**src/rtl/uart_resp_pkg.sv**
```systemverilog
// uart_resp_pkg: shared opcodes, responses, FSM states and counter sizing for the UART register responder
package uart_resp_pkg;
  localparam logic [7:0] CMD_WR = 8'h57;
  localparam logic [7:0] CMD_RD = 8'h52;
  localparam logic [7:0] RSP_ACK = 8'h06;
  localparam logic [7:0] RSP_NAK = 8'h15;
  typedef enum logic [2:0] {IDLE, GET_ADDR, GET_DATA, EXEC, SEND, WAIT_BUSY, WAIT_IDLE} state_t;
  function automatic int cnt_width(input int n);
    return (n < 2) ? 1 : $clog2(n);
  endfunction
endpackage

```
**src/rtl/uart_resp_regfile.sv**
```systemverilog
// uart_resp_regfile: byte-wide register file with one synchronous write port, combinational read and flat export
module uart_resp_regfile import uart_resp_pkg::*; #(
  parameter int NUM_REGS = 8
) (
  input  logic                        clk,
  input  logic                        reset,
  input  logic                        we,
  input  logic [$clog2(NUM_REGS)-1:0] addr,
  input  logic [7:0]                  wdata,
  output logic [7:0]                  rdata,
  output logic [NUM_REGS*8-1:0]       regs_flat
);
  logic [7:0] regs [NUM_REGS];
  // registers clear on reset and take wdata at addr when we is high
  always_ff @(posedge clk) begin
    if (reset) regs <= '{default: '0};
    else if (we) regs[addr] <= wdata;
  end
  assign rdata = regs[addr];
  for (genvar g = 0; g < NUM_REGS; g++) begin : g_flat
    assign regs_flat[8*g +: 8] = regs[g];
  end
endmodule

```
**src/rtl/uart_reg_responder.sv**
```systemverilog
// uart_reg_responder: parses UART read/write commands into a register file and sends one response byte each
module uart_reg_responder import uart_resp_pkg::*; #(
  parameter int NUM_REGS = 8,
  parameter int TIMEOUT_CYCLES = 100000
) (
  input  logic                  clk,
  input  logic                  reset,
  input  logic [7:0]            rx_data,
  input  logic                  rx_done,
  output logic [7:0]            tx_data,
  output logic                  tx_start,
  input  logic                  tx_busy,
  output logic [NUM_REGS*8-1:0] regs_flat,
  output logic                  timeout_pulse,
  output logic                  rx_drop
);
  localparam int AW = $clog2(NUM_REGS);
  localparam int CW = cnt_width(TIMEOUT_CYCLES);
  state_t state;
  logic is_wr, we, addr_ok, waiting, expire, busy_phase;
  logic [7:0] addr, data, rdata;
  logic [CW-1:0] cnt;
  assign addr_ok = {1'b0, addr} < 9'(NUM_REGS);
  assign waiting = state == GET_ADDR || state == GET_DATA;
  assign expire = waiting && cnt == CW'(TIMEOUT_CYCLES - 1);
  assign busy_phase = state == EXEC || state == SEND || state == WAIT_BUSY || state == WAIT_IDLE;
  assign we = state == EXEC && is_wr && addr_ok;
  uart_resp_regfile #(.NUM_REGS(NUM_REGS)) u_regfile (
    .clk(clk),
    .reset(reset),
    .we(we),
    .addr(addr[AW-1:0]),
    .wdata(data),
    .rdata(rdata),
    .regs_flat(regs_flat)
  );
  // command FSM; when the transmitter is already idle the start pulse is issued straight from IDLE/EXEC to meet latency
  always_ff @(posedge clk) begin
    if (reset) begin
      state <= IDLE;
      tx_data <= '0;
      tx_start <= 1'b0;
      timeout_pulse <= 1'b0;
      rx_drop <= 1'b0;
      cnt <= '0;
      is_wr <= 1'b0;
      addr <= '0;
      data <= '0;
    end else begin
      tx_start <= 1'b0;
      timeout_pulse <= 1'b0;
      cnt <= (waiting && !rx_done && !expire) ? cnt + CW'(1) : '0;
      if (rx_done && busy_phase) rx_drop <= 1'b1;
      if (expire) begin
        state <= IDLE;
        timeout_pulse <= 1'b1;
      end else begin
        case (state)
          IDLE: if (rx_done) begin
            is_wr <= rx_data == CMD_WR;
            if (rx_data == CMD_WR || rx_data == CMD_RD) state <= GET_ADDR;
            else begin
              tx_data <= RSP_NAK;
              tx_start <= !tx_busy;
              state <= tx_busy ? SEND : WAIT_BUSY;
            end
          end
          GET_ADDR: if (rx_done) begin
            addr <= rx_data;
            state <= is_wr ? GET_DATA : EXEC;
          end
          GET_DATA: if (rx_done) begin
            data <= rx_data;
            state <= EXEC;
          end
          EXEC: begin
            tx_data <= !addr_ok ? RSP_NAK : is_wr ? RSP_ACK : rdata;
            tx_start <= !tx_busy;
            state <= tx_busy ? SEND : WAIT_BUSY;
          end
          SEND: if (!tx_busy) begin
            tx_start <= 1'b1;
            state <= WAIT_BUSY;
          end
          WAIT_BUSY: if (tx_busy) state <= WAIT_IDLE;
          WAIT_IDLE: if (!tx_busy) state <= IDLE;
          default: state <= IDLE;
        endcase
      end
    end
  end
endmodule

```
**config.mk**
```make
export PLATFORM = sky130hd
export DESIGN_NAME = uart_reg_responder
export DESIGN_NICKNAME = d
export VERILOG_FILES = /design/src/rtl/uart_resp_pkg.sv /design/src/rtl/uart_resp_regfile.sv /design/src/rtl/uart_reg_responder.sv
export SDC_FILE = /design/constraint.sdc
export NUM_CORES = 1
export LEC_CHECK = 0
export ABC_AREA = 1
export BUFFER_PORTS_ARGS = -buffer_cell sky130_fd_sc_hd__buf_2
export CAP_MARGIN = 30
export CORE_MARGIN = 5
export CORE_UTILIZATION = 40
export CTS_CLUSTER_SIZE = 12
export DETAILED_ROUTE_END_ITERATION = 16
export GPL_TIMING_DRIVEN = 0
export PLACE_DENSITY = 0.64
export SYNTH_ARGS = -nofsm -noshare
export SYNTH_HDL_FRONTEND = slang
export SYNTH_SLANG_ARGS = --single-unit
```
**constraint.sdc**
```tcl
create_clock -name clk -period 1.57 [get_ports clk]
set_input_delay 0.157 -clock clk [delete_from_list [all_inputs] [get_ports clk]]
set_output_delay 0.157 -clock clk [all_outputs]
set_load 0.01 [all_outputs]
```
Yosys cells after proc, flatten, opt, wreduce, memory -nomap -nowiden
Index checks and enable logic that the tools add are counted.
{ "op_classes": {"div": 0, "multipliers": 0, "mux": 26, "n_eq_ne": 16, "n_bitwise": 3, "shift": 0, "n_reduce_logical": 24, "order_cmp": 3, "addsub": 1} }
{ "op_table": {"columns": ["cell", "count"], "rows": [
  ["64-bit bitwise mux", 1],
  ["8-bit 2-to-1 mux", 7],
  ["8-bit binary-select mux with 3-bit select", 1],
  ["8-bit demux with 3-bit select", 1],
  ["3-bit 2-to-1 mux", 7],
  ["3-bit one-hot mux with 7 select lines", 1],
  ["17-bit by 1-bit adder with 17-bit output (second input constant)", 1],
  ["17-bit == test (second input constant)", 1],
  ["8-bit by 7-bit == test with 1-bit output (second input constant)", 2],
  ["8-bit one-hot mux with 2 select lines", 1],
  ["2-bit inequality test (second input constant)", 7],
  ["3-bit == test (second input constant)", 3],
  ["3-bit AND reduction", 3],
  ["8-bit by 4-bit < comparator with 1-bit output (second input constant)", 1],
  ["1-bit logical AND", 7],
  ["3-bit by 2-bit == test with 1-bit output (second input constant)", 2],
  ["1-bit 2-to-1 mux", 6],
  ["6-bit AND reduction", 1],
  ["1-bit logical OR", 5],
  ["4-bit >= comparator (second input constant)", 1],
  ["4-bit by 1-bit < comparator with 1-bit output (second input constant)", 1],
  ["3-bit inverter with 4-bit output", 1],
  ["4-bit AND reduction", 1],
  ["2-bit OR reduction", 2],
  ["6 further kinds", 9]
]} }
{ "word_totals": {"n_memories": 0, "mem_bits_ro": 0, "output_inout_bits": 75, "regBits": 112, "input_bits": 12, "mem_bits_rw": 0, "latch_bits": 0} }

Depth between registers and ports, before layout
Gate-level depths: netlist of the first run.
{ "depth": {"ltp_word": 7, "ltp_mapped": 11} }

Hierarchy
A second synthesis of the first run with hierarchy kept.
{ "hier_totals": {"hier_cells": 844, "hier_area_um2": 5496.5} }
{ "modules_own_cells": {"columns": ["module", "instances", "area_per_inst_um2", "cells_each"], "rows": [
  ["uart_resp_regfile", 1, 2972.9, 481],
  ["uart_reg_responder", 1, 2523.7, 363]
]} }

Worst setup path before layout of the first run
Ideal clock, no wire load.
{ "synth_path": {"path_kind": "flip-flop to flip-flop", "startpoint": "register cnt[0]", "endpoint": "register cnt[0]", "path_slack_ns": -0.070, "stages_incl_launch_ff": 12, "required_ns": 1.454, "n_path_buf": 1, "arrival_time_ns": 1.525, "setup_ns": 0.116, "path_cell_list": "dfxtp_1 -> ha_1 -> nand2_1 -> nor2_1 -> nand3_1 -> nor2_1 -> nand2_1 -> nand2_1 -> inv_1 -> nand2_1 -> buf_2 -> nor2_1"} }
{ "synth_via": {"elab_chain_len": 6, "word_cells_on_any_way": 7, "classes_between": "add/sub (1); eq/ne (1); bitwise (1); reduce/logical (4)"} }
{ "synth_rtl": {"columns": ["item", "line_no", "text"], "rows": [
  ["start: declaration", "uart_reg_responder.sv:22", "logic [CW-1:0] cnt;"],
  ["start signal: assignment", "uart_reg_responder.sv:52", "cnt <= (waiting && !rx_done && !expire) ? cnt + CW'(1) : '0;"],
  ["parallel branches: the longest is 6 deep, another holds 17-bit by 1-bit adder with 17-bit output", null, null]
]} }
Several ways; the timed one is not identified.
A chain may end at the register's enable or synchronous reset.

Worst setup path in the final report of the first run
{ "layout_path": {"startpoint": "register addr[7]", "endpoint": "register u_regfile.regs (netlist bit u_regfile.regs_flat[18])"} }
{ "layout_via": {"elab_chain_len": 2} }
{ "layout_rtl": {"columns": ["item", "line_no", "text"], "rows": [
  ["start: declaration", "uart_reg_responder.sv:21", "logic [7:0] addr, data, rdata;"],
  ["start signal: assignment", "uart_reg_responder.sv:69", "addr <= rx_data;"],
  ["8-bit by 4-bit < comparator with 1-bit output", "uart_reg_responder.sv:23", "assign addr_ok = {1'b0, addr} < 9'(NUM_REGS);"],
  ["1-bit logical AND", "uart_reg_responder.sv:27", "assign we = state == EXEC && is_wr && addr_ok;"],
  ["end signal: indexed assignment", "uart_resp_regfile.sv:17", "else if (we) regs[addr] <= wdata;"],
  ["end: declaration", "uart_resp_regfile.sv:13", "logic [7:0] regs [NUM_REGS];"]
]} }
Every way passes these cells.

==> results of run 1 <==
[power breakdown]
part	internal [mW]	switching, mW	leakage, nW	total, mW
clock network	1.12	1.07	0.136	2.19
registers	3.02	0.126	0.908	3.15
logic	0.684	1.31	1.96	2.00
total	4.82	2.51	3.01	7.33
[stage by stage]
stage	instance area (um2)	power [mW]	std cells	hold slack [ps]	TNS, ps
2_1_floorplan	5430	4.34	800	315	0
3_3_place_gp	6070	4.80	1061	434	-30230
3_5_place_dp	6070	4.80	1061	440	-30450
4_1_cts	6640	7.15	1093	95.4	-175
5_1_grt	6990	7.74	1112	106	-3530
6_report	6990	7.33	1112	108	0
[cell usage in the layout (no fill, tap or decap), types with 4 or more instances in the layout]
cell / count
xnor2_1: 4
nand2_2: 7
buf_4: 28
nor2_4: 11
nand3_2: 4
o21ai_1: 5
o21ai_0: 18
buf_6: 20
clkbuf_1: 13
dfxtp_4: 4
nand2_1: 198
inv_1: 80
o211ai_1: 5
buf_2: 85
nand4_1: 20
nand3_1: 85
dfxtp_1: 107
nor2_1: 82
a21oi_2: 16
nand2_4: 10
xor2_1: 7
nor2_2: 12
clkbuf_16: 10
a21oi_1: 66
[per-layer routing]
| layer | GRT usage | vias to the layer above |
|---|---|---|
| li1 | - | 2830 |
| met1 | 0.273 | 2597 |
| met2 | 0.342 | 228 |
| met3 | 0.0504 | 47 |
| met4 | 0.0909 | 0 |
| met5 | 0 | - |
[layout make-up]
cell class,count,area (um2)
inverter,89,352
clock buffer,11,243
tap,176,220
fill,1355,6250
buffer,40,349
clock inverter,5,31.3
sequential,112,2260
multi-input combinational,563,2840
timing repair buffer,116,696
[registers in the layout (all words and copies together), names as in the netlist]
register,cells
rx_drop,1
u_regfile.regs_flat,64
timeout_pulse,1
data,8
state,3
tx_data,8
cnt,17
tx_start,1
is_wr,1
addr,8
[logic make-up (layout without fill, tap and decap cells)]
logic type	after synthesis	count (layout)	synth area share
AO/OA/AOI/OAI	112	112	0.106
adder cells (fa/ha/maj)	1	1	0.00231
AND/OR/NAND/NOR	435	439	0.349
buffers and inverters	129	261	0.111
flip-flops	112	112	0.414
XOR/XNOR	11	11	0.0178
[how the worst min path moves through the flow]
stage	start	to	slack [ps]	cells after the start
5_1_grt	rx_data[0]	is_wr	110	3
3_5_place_dp	cnt[0]	cnt[0]	440	1
6_report	rx_data[0]	is_wr	110	3
4_1_cts	rx_data[0]	is_wr	100	3
3_3_place_gp	cnt[0]	cnt[0]	430	1
2_1_floorplan	tx_busy	tx_start	310	3
[worst max-delay path, cell delays in order (launching register included)]
cell     delay, ps
dfxtp_1        310
nor2_1         120
nand4_1        210
nor3_4         210
buf_12         150
buf_4          120
buf_6          130
nand3_1         90
a21oi_2        160
[repair_timing]
| action | CTS | global route |
|---|---|---|
| endpoints found under the hold margin | 0 | 0 |
| gates resized for setup | 55 | 66 |
| pin swaps | 11 | 35 |
| cloned | 3 | 3 |
| hold buffers | 0 | 0 |
| endpoints found under the setup margin | 106 | 107 |
| buffers inserted | 13 | 16 |
==> run summary, run 1 <==
Gpl congestion = 0.871
Max clock buf depth = 2
GRT overflow = 0
Clk_lat worst skew = 360 ps
Initial Utilization = 0.409
Register-to-Register Path Depth = 8
CTS Sinks = 112
Remaining DRCs = 0
Critical-path maximum fanout = 10
HPWL after DPL = 12.1 mm
Total core area = 0.0132 mm2
CTS Buf Count = 9
Crit path to = u_regfile.regs_flat[18]
Utilization after layout = 0.528
Max cap viols = 0
Synthesis-stage register bit count = 112
Root Buffer = clkbuf_16
Top FF cell, synth = dfxtp_1
Drt total wl = 17.4 mm
Metal-1 WL = 7.43 mm
Seq/Total Area, Yosys = 0.414
Mapped Cells = 800
Number of synthesized flops with an enable pin = 0
Ant. Diodes = 0
Setup-failing EPs final = 0
Row count = 42
DRT Pass-1 Iters = 4
Max_slew headroom = 0.487
Worst-path clk slew = 70 ps
Hold WC Path Type = in -> reg
Buffers on Ports = 85
Post-synth top cells = nand2_1, dfxtp_1, nor2_1, nand3_1, inv_1
Via count = 5,702
Fmax = 641 MHz
CTS tree = built
Final Slew Violations = 0
Status = complete, no violations
Final ANT Viol Nets = 0
Unrepaired setup endpoints after global routing = true
Initial antenna violation count = 0
Met2 wire length = 8.06 mm
Actual slew at the worst max-slew pin = 770 ps
DRT iter0 DRCs = 418
Synth area leader = dfxtp_1
Ys async rst share = 0
Cell with the most instances after synthesis = nand2_1
Clock skew = 9.75 ps
Cell variety after synth = 29
Met3 Wirelength = 1.29 mm
Final hold violation count = 0
FF-to-FF setup slack = 10 ps
FF-to-FF End = u_regfile.regs_flat[18]
Largest cells by area after synthesis = dfxtp_1, nand2_1, nand3_1, a21oi_1, nor2_1
Post-synth top area share = 0.414
Vias in the first global route = 5,202
R2R Path Start = addr[7]
Pre-CTS WS = -417 ps
I/O pins = 87
Global-route wire length before repair = 27.1 mm
Layout cells sized above 1 = 0.253
Fin nets = 944
Total Routing Usage GR = 0.213
P&R area growth vs syn = 29.1%
Synth warn = 0
Htree depth = 3
Crit path DAT = 1850 ps
Die height = 126 um
Synth Cell Area = 0.00541 mm2
Crit. Startpoint = addr[7]
VDD IR max = 0.957 mV
Mapped Avg Cell Area = 6.77 um2
Post-route minimum period = 1560 ps
Die Wd = 126 um
Setup WS post-layout = 10.2 ps
Worst Setup End Kind = register
Final Cycle Share = 0.994
Setup crit start kind = register
Power per cell area = 1050 mW/mm2
Die ar. = 0.0160 mm2
Leakage = 3.01 nW
CP required = 1860 ps
Crit Path Category = reg -> reg
DR WL/cell = 15.6 um
Net Count, Synth = 813
DR top layer = met4
Post-DR vias/cell = 5.13
Largest net degree at the start of global routing = 18
(Power assumes the default switching activity.)
==> run 2: changes to the inputs <==
Settings changed: SYNTH_HIERARCHICAL set to 1.
==> run summary, run 2 <==
Status = finished with violations
Failing checks = negative setup slack
Power per cell area = 1040 mW/mm2 (-1.1%)
Clk_lat worst skew = 360 ps (about the same)
Setup-failing EPs final = 55 (+55)
Seq/Total Area, Yosys = 0.408 (-0.00632)
Max clock buf depth = 2 (unchanged)
Final ANT Viol Nets = 0 (unchanged)
CTS Buf Count = 9 (unchanged)
Switching component of the power = 2.51 mW (about the same)
Post-synth top area share = 0.408 (-0.00632)
DRT Pass-1 Iters = 6 (+2)
Hold WC Path Type = in -> reg
Die Wd = 127 um (+0.71%)
Leakage = 3.31 nW (+10%)
Fin Hold WS = 20.0 ps (-87.8 ps)
Post-synth top cells = nand2_1, nor2_1, dfxtp_1, inv_1, o21ai_0
Die ar. = 0.0162 mm2 (+1.4%)
GRT overflow = 0 (unchanged)
Drt total wl = 15.8 mm (-9.3%)
CTS Sinks = 112 (unchanged)
VDD IR max = 0.618 mV (-35%)
Number of cells on the critical path = 10 (+2)
DR WL/cell = 13.8 um (-12%)
Register share of total power = 0.444 (+0.015)
Crit path to = u_regfile/regs_flat[31]
Clock skew = 6.85 ps (-2.90 ps)
FF-to-FF End = u_regfile/regs_flat[31]
FF+latch area = 0.00225 mm2 (-0.28%)
Die height = 127 um (+0.71%)
Slowest CP cell = dfxtp_4
Max reg flops = 64 (unchanged)
CP Cell Sequence = nand2_4 > nor2_4 > inv_4 > nor3_4 > nand2_2 > clkinv_4 > buf_12 > nand2_8 > o21ai_2 > nor2_1
Root Buffer = clkbuf_16
Largest net degree at the start of global routing = 18 (unchanged)
Via count = 5,510 (-3.4%)
Vias in the first global route = 4,736 (-9.0%)
Setup WS post-layout = -99.7 ps (-110 ps)
Comb pwr share = 0.248 (-0.024)
Synth warn = 6 (+6)
Synth area leader = dfxtp_1
Max_slew headroom = 0.539 (+0.0526)
CP required = 1820 ps (-40 ps)
Ant. Diodes = 0 (unchanged)
Net Count, Synth = 857 (+5.4%)
Gpl congestion = 0.869 (-0.23%)
Area of the multi-input gates = 0.00307 mm2 (+8.0%)
Cell variety after synth = 32 (+10%)
DP Cell Count = 1,106 (+4.2%)
Max stage delay on crit path = 390 ps (+80 ps)
Actual slew at the worst max-slew pin = 691 ps (-78.9 ps)
Crit. Startpoint = state[1]
Initial antenna violation count = 0 (unchanged)
CTS tree = built
Number of synthesized flops with an enable pin = 0 (unchanged)
Mapped Avg Cell Area = 6.51 um2 (-3.7%)
Delay-heaviest family, CP = simple AND/OR/NAND/NOR gates
Final Slew Violations = 0 (unchanged)
Total Routing Usage GR = 0.181 (-0.0320)
Ys async rst share = 0 (unchanged)
Buf/Inv on CP = 3 (unchanged)
Remaining DRCs = 0 (unchanged)
Crit path DAT = 1920 ps (+70 ps)
Max cap viols = 0 (unchanged)
HPWL after DPL = 11.0 mm (-9.2%)
Pint = 4.90 mW (+1.7%)
Worst-path clk slew = 70 ps (about the same)
Layout Cells excl Fill = 1,142 (+2.7%)
Worst Setup End Kind = register
Htree depth = 3 (unchanged)
Top FF cell, synth = dfxtp_1
Synthesis-stage register bit count = 112 (unchanged)
Fin nets = 974 (+3.2%)
Global-route wire length before repair = 23.5 mm (-13%)
# fillers = 1,362 (+0.52%)
Mapped Cells = 844 (+5.5%)
Final Cycle Share = 1.06 (+0.0700)
Initial Utilization = 0.412 (+0.00306)
Clock share of power = 0.309 (+0.010)
Total design power = 7.41 mW (+1.1%)
Register-to-Register Path Depth = 10 (+2)
Setup crit start kind = register
Leading cell type in the layout, fill and taps excluded = nand2_1
Synth Cell Area = 0.00550 mm2 (+1.5%)
Row count = 42 (unchanged)
Layout cells sized above 1 = 0.260 (+0.00663)
Critical-path maximum fanout = 6 (-4)
Post-route minimum period = 1670 ps (+110 ps)
Total core area = 0.0133 mm2 (+0.79%)
Fmax = 599 MHz (-6.6%)
Post-DR vias/cell = 4.82 (-5.9%)
P&R area growth vs syn = 30.0%
DRT iter0 DRCs = 371 (-11%)
Crit Path Category = reg -> reg
R2R Path Start = state[1]
Largest cells by area after synthesis = dfxtp_1, nand2_1, nor2_1, inv_1, o21ai_0
Unrepaired setup endpoints after global routing = true
I/O pins = 87 (unchanged)
Buffers on Ports = 86 (+1.2%)
Sw Share = 0.339 (-0.00367)
Cell with the most instances after synthesis = nand2_1
FF-to-FF setup slack = -100 ps (-110 ps)
Most frequent cells in the layout = nand2_1, nor2_1, dfxtp_1
Final hold violation count = 0 (unchanged)
Hold Buf Count CTS = 0 (unchanged)
[run 2: changes by cell type after synthesis, moves of 11 or more]
cell     previous run  this run
inv_1              85       106
nor2_1             96       180
a21oi_1            82        13
o21ai_0            25        67
nand3_1            89        28
nand2_1           208       227
inv_2               1        13
nor2_4              0        11
[run 2: kinds of logic after synthesis]
family / Yosys count / synth area share
AND/OR/NAND/NOR: 489 / 0.384
buffers and inverters: 145 / 0.106
adder cells (fa/ha/maj): 1 / 0.00228
XOR/XNOR: 13 / 0.0207
flip-flops: 112 / 0.408
AO/OA/AOI/OAI: 84 / 0.0797
[run 2: power groups by stage]
| stage | Sequential, mW | Combinational (mW) | Clock [mW] |
|---|---|---|---|
| floorplan | 3.21 | 1.18 | 0 |
| detailed placement | 3.27 | 1.53 | 0 |
| finish | 3.29 | 1.84 | 2.29 |
| global placement | 3.27 | 1.52 | 0 |
| CTS | 3.22 | 1.64 | 2.32 |
| global route | 3.31 | 2.05 | 2.47 |
[run 2: worst min path at each step]
stage / start / cells after the start / end / slack, ps
6_report: tx_busy / 2 / tx_start / 20
5_1_grt: tx_busy / 2 / tx_start / 30
3_5_place_dp: tx_busy / 2 / tx_start / 390
4_1_cts: tx_busy / 2 / tx_start / 10
3_3_place_gp: tx_busy / 2 / tx_start / 400
2_1_floorplan: tx_busy / 1 / tx_start / 230
[run 2: metal layers]
metal / part of all wire / vias to the layer above / wire, um / global-route usage
met1: 0.44 / 2512 / 6900 / 0.232
li1: - / 2835 / - / -
met2: 0.48 / 142 / 7570 / 0.305
met3: 0.062 / 21 / 980 / 0.0371
met5: 0 / - / 0 / 0
met4: 0.020 / 0 / 315 / 0.0568
[run 2: final cells by class]
class                           instances  share of cell area
Multi-Input combinational cell        590               0.429
Clock inverter                          6             0.00841
Inverter                              124              0.0758
Timing Repair Buffer                  104              0.0897
Sequential cell                       112               0.315
Clock buffer                           10              0.0321
Buffer                                 20              0.0187
Tap cell                              176              0.0308
[run 2: metrics by stage]
step	util	setup TNS, ps	setup slack [ps]	cell area (um2)
finish	0.535	-1970	-99.7	7140
global route	0.535	-8350	-181	7140
CTS	0.497	-3260	-87.8	6630
detailed placement	0.462	-23880	-460	6170
global placement	0.462	-23930	-472	6170
floorplan	-	0	14.2	5520
[run 2: what timing repair did]
action | CTS | global route
buffers inserted | 5 | 12
pin swaps | 4 | 42
endpoints found under the hold margin | 0 | 0
setup endpoints to repair | 98 | 104
cloned | 0 | 4
gates resized for setup | 70 | 124
==> run 3: changes to the inputs <==
Settings changed: PLACE_DENSITY 0.64 to 0.62.
Clock period 1.57 ns to 1.7 ns, I/O delays scaled along.
==> run summary, run 3 (same netlist as run 2, synthesis figures left out) <==
CTS Sinks = 112 (unchanged)
Register-to-Register Path Depth = 10 (unchanged)
CTS tree = built
I/O pins = 87 (unchanged)
Most used cell along the critical path = nor2_4
Final Slew Violations = 0 (unchanged)
Hold path cells = 2 (unchanged)
Fmax = 601 MHz (+0.31%)
Final hold violation count = 0 (unchanged)
Layout cells sized above 1 = 0.203 (-0.0571)
Unrepaired setup endpoints after global routing = true
Post-DR vias/cell = 4.79 (-0.69%)
Leading cell type in the layout, fill and taps excluded = nand2_1
Final setup TNS = 0 ps (+1970 ps)
HPWL after DPL = 11.2 mm (+1.8%)
Initial antenna violation count = 0 (unchanged)
Vias in the first global route = 4,905 (+3.6%)
Initial Utilization = 0.412 (unchanged)
VDD IR max = 0.457 mV (-26%)
# fillers = 1,422 (+4.4%)
Global-route wire length before repair = 24.6 mm (+5.1%)
Die ar. = 0.0162 mm2 (unchanged)
Critical-path maximum fanout = 5 (-1)
Area of the multi-input gates = 0.00284 mm2 (-7.3%)
Root Buffer = clkbuf_16
Largest net degree at the start of global routing = 17 (-1)
Drt total wl = 15.7 mm (-0.72%)
Hold WC Path Type = in -> reg
Row count = 42 (unchanged)
FF+latch area = 0.00225 mm2 (+0.11%)
Leakage = 3.27 nW (-1.3%)
Final ANT Viol Nets = 0 (unchanged)
Layout Cells excl Fill = 1,133 (-0.79%)
Ant. Diodes = 0 (unchanged)
Final Cycle Share = 0.979 (-0.0844)
CP Cell Sequence = nand2_4 > nor2_4 > inv_4 > nor3_4 > inv_2 > nor2_4 > buf_8 > nand2_8 > o21ai_0 > nor2_1
Max clock buf depth = 2 (unchanged)
Clk_lat worst skew = 350 ps (about the same)
Gpl congestion = 0.897 (+3.2%)
Max_slew headroom = 0.646 (+0.106)
Die Wd = 127 um (unchanged)
Max cap viols = 0 (unchanged)
Max stage delay on crit path = 370 ps (-20 ps)
DP Cell Count = 1,106 (unchanged)
GRT overflow = 0 (unchanged)
P&R area growth vs syn = 23.4%
Remaining DRCs = 0 (unchanged)
CTS Buf Count = 9 (unchanged)
Crit Path Category = reg -> reg
Worst Setup End Kind = register
Setup crit start kind = register
Fin nets = 966 (-0.82%)
Htree depth = 3 (unchanged)
Status = complete, no violations
Worst-path clk slew = 70 ps (about the same)
Slowest CP cell = dfxtp_4
Power per cell area = 995 mW/mm2 (-4.1%)
Most frequent cells in the layout = nand2_1, nor2_1, dfxtp_1
Setup-failing EPs final = 0 (-100%)
Actual slew at the worst max-slew pin = 531 ps (-160 ps)
Die height = 127 um (unchanged)
Total core area = 0.0133 mm2 (unchanged)
DRT iter0 DRCs = 374 (+0.81%)
Via count = 5,429 (-1.5%)
Buffers on Ports = 86 (unchanged)
Total Routing Usage GR = 0.189 (+0.00842)
DRT Pass-1 Iters = 5 (-1)
DR WL/cell = 13.8 um (about the same)
Max reg flops = 64 (unchanged)
CP required = 1950 ps (+130 ps)
Post-route minimum period = 1660 ps (-5.24 ps)
Clock skew = 9.69 ps (+2.85 ps)
Crit path DAT = 1910 ps (about the same)
Hold Buf Count CTS = 0 (unchanged)
==> run 3: cell types whose count changed in the layout (fill, tap and decap cells not counted), sizes merged <==
| cell | delta |
|---|---|
| nor2 | +1 |
| clkinv | -2 |
| inv | +1 |
| buf | -7 |
| clkinvlp | -2 |
| nand2 | -2 |
| bufinv | -1 |
| clkbuf | +3 |
==> run 3: path summary, 6_finish.rpt <==
path             from                     end  slack (ps)
min reg2reg    cnt[0]                  cnt[0]         410
max          state[0]  u_regfile/regs_flat[7]          40
min           tx_busy                tx_start          10
max reg2reg  state[0]  u_regfile/regs_flat[7]          40
==> run 3: final cells by class <==
class,instances,share of cell area
multi-input combinational,589,0.419
sequential,112,0.332
timing repair buffer,97,0.0797
inverter,124,0.0751
clock buffer,13,0.0413
tap,176,0.0325
buffer,20,0.0181
clock inverter,2,0.00185
==> run 3: per-stage QoR <==
step | hold slack (ps) | cell area, um2 | utilization | setup WS (ps) | power, mW
2_1_floorplan | 242 | 5500 | - | 52.4 | 4.05
5_1_grt | 8.36 | 6780 | 0.508 | -30.3 | 7.10
3_3_place_gp | 376 | 6150 | 0.461 | -516 | 4.42
3_5_place_dp | 379 | 6150 | 0.461 | -558 | 4.43
6_report | 13.2 | 6780 | 0.508 | 35.6 | 6.75
4_1_cts | 3.59 | 6540 | 0.490 | 12.7 | 6.59
==> run 3: report_power, final <==
group | total [mW] | leakage (nW) | switching, mW | internal [mW]
logic | 1.61 | 2.22 | 1.07 | 0.545
clock network | 2.12 | 0.144 | 0.977 | 1.15
registers | 3.01 | 0.907 | 0.220 | 2.79
==> run 3: repair_timing <==
item,in CTS,in global routing
cloned,0,2
pin swaps,2,14
buffers inserted,2,9
gates resized for setup,30,67
endpoints found under the setup margin,69,99
==> run 3: layer usage <==
metal | part of all wire | global-route usage | vias up
met5 | 0 | 0 | -
met4 | 0.018 | 0.0700 | 0
met3 | 0.057 | 0.0330 | 24
met2 | 0.46 | 0.302 | 158
met1 | 0.47 | 0.256 | 2436
li1 | - | - | 2811
==> run 3: worst max-delay path: cells and delay by family, from the launching register on <==
| family | cells | cell delay (ps) |
|---|---|---|
| simple gates | 6 | 710 |
| flops | 1 | 370 |
| buf+inv | 3 | 300 |
| compound gates | 1 | 180 |
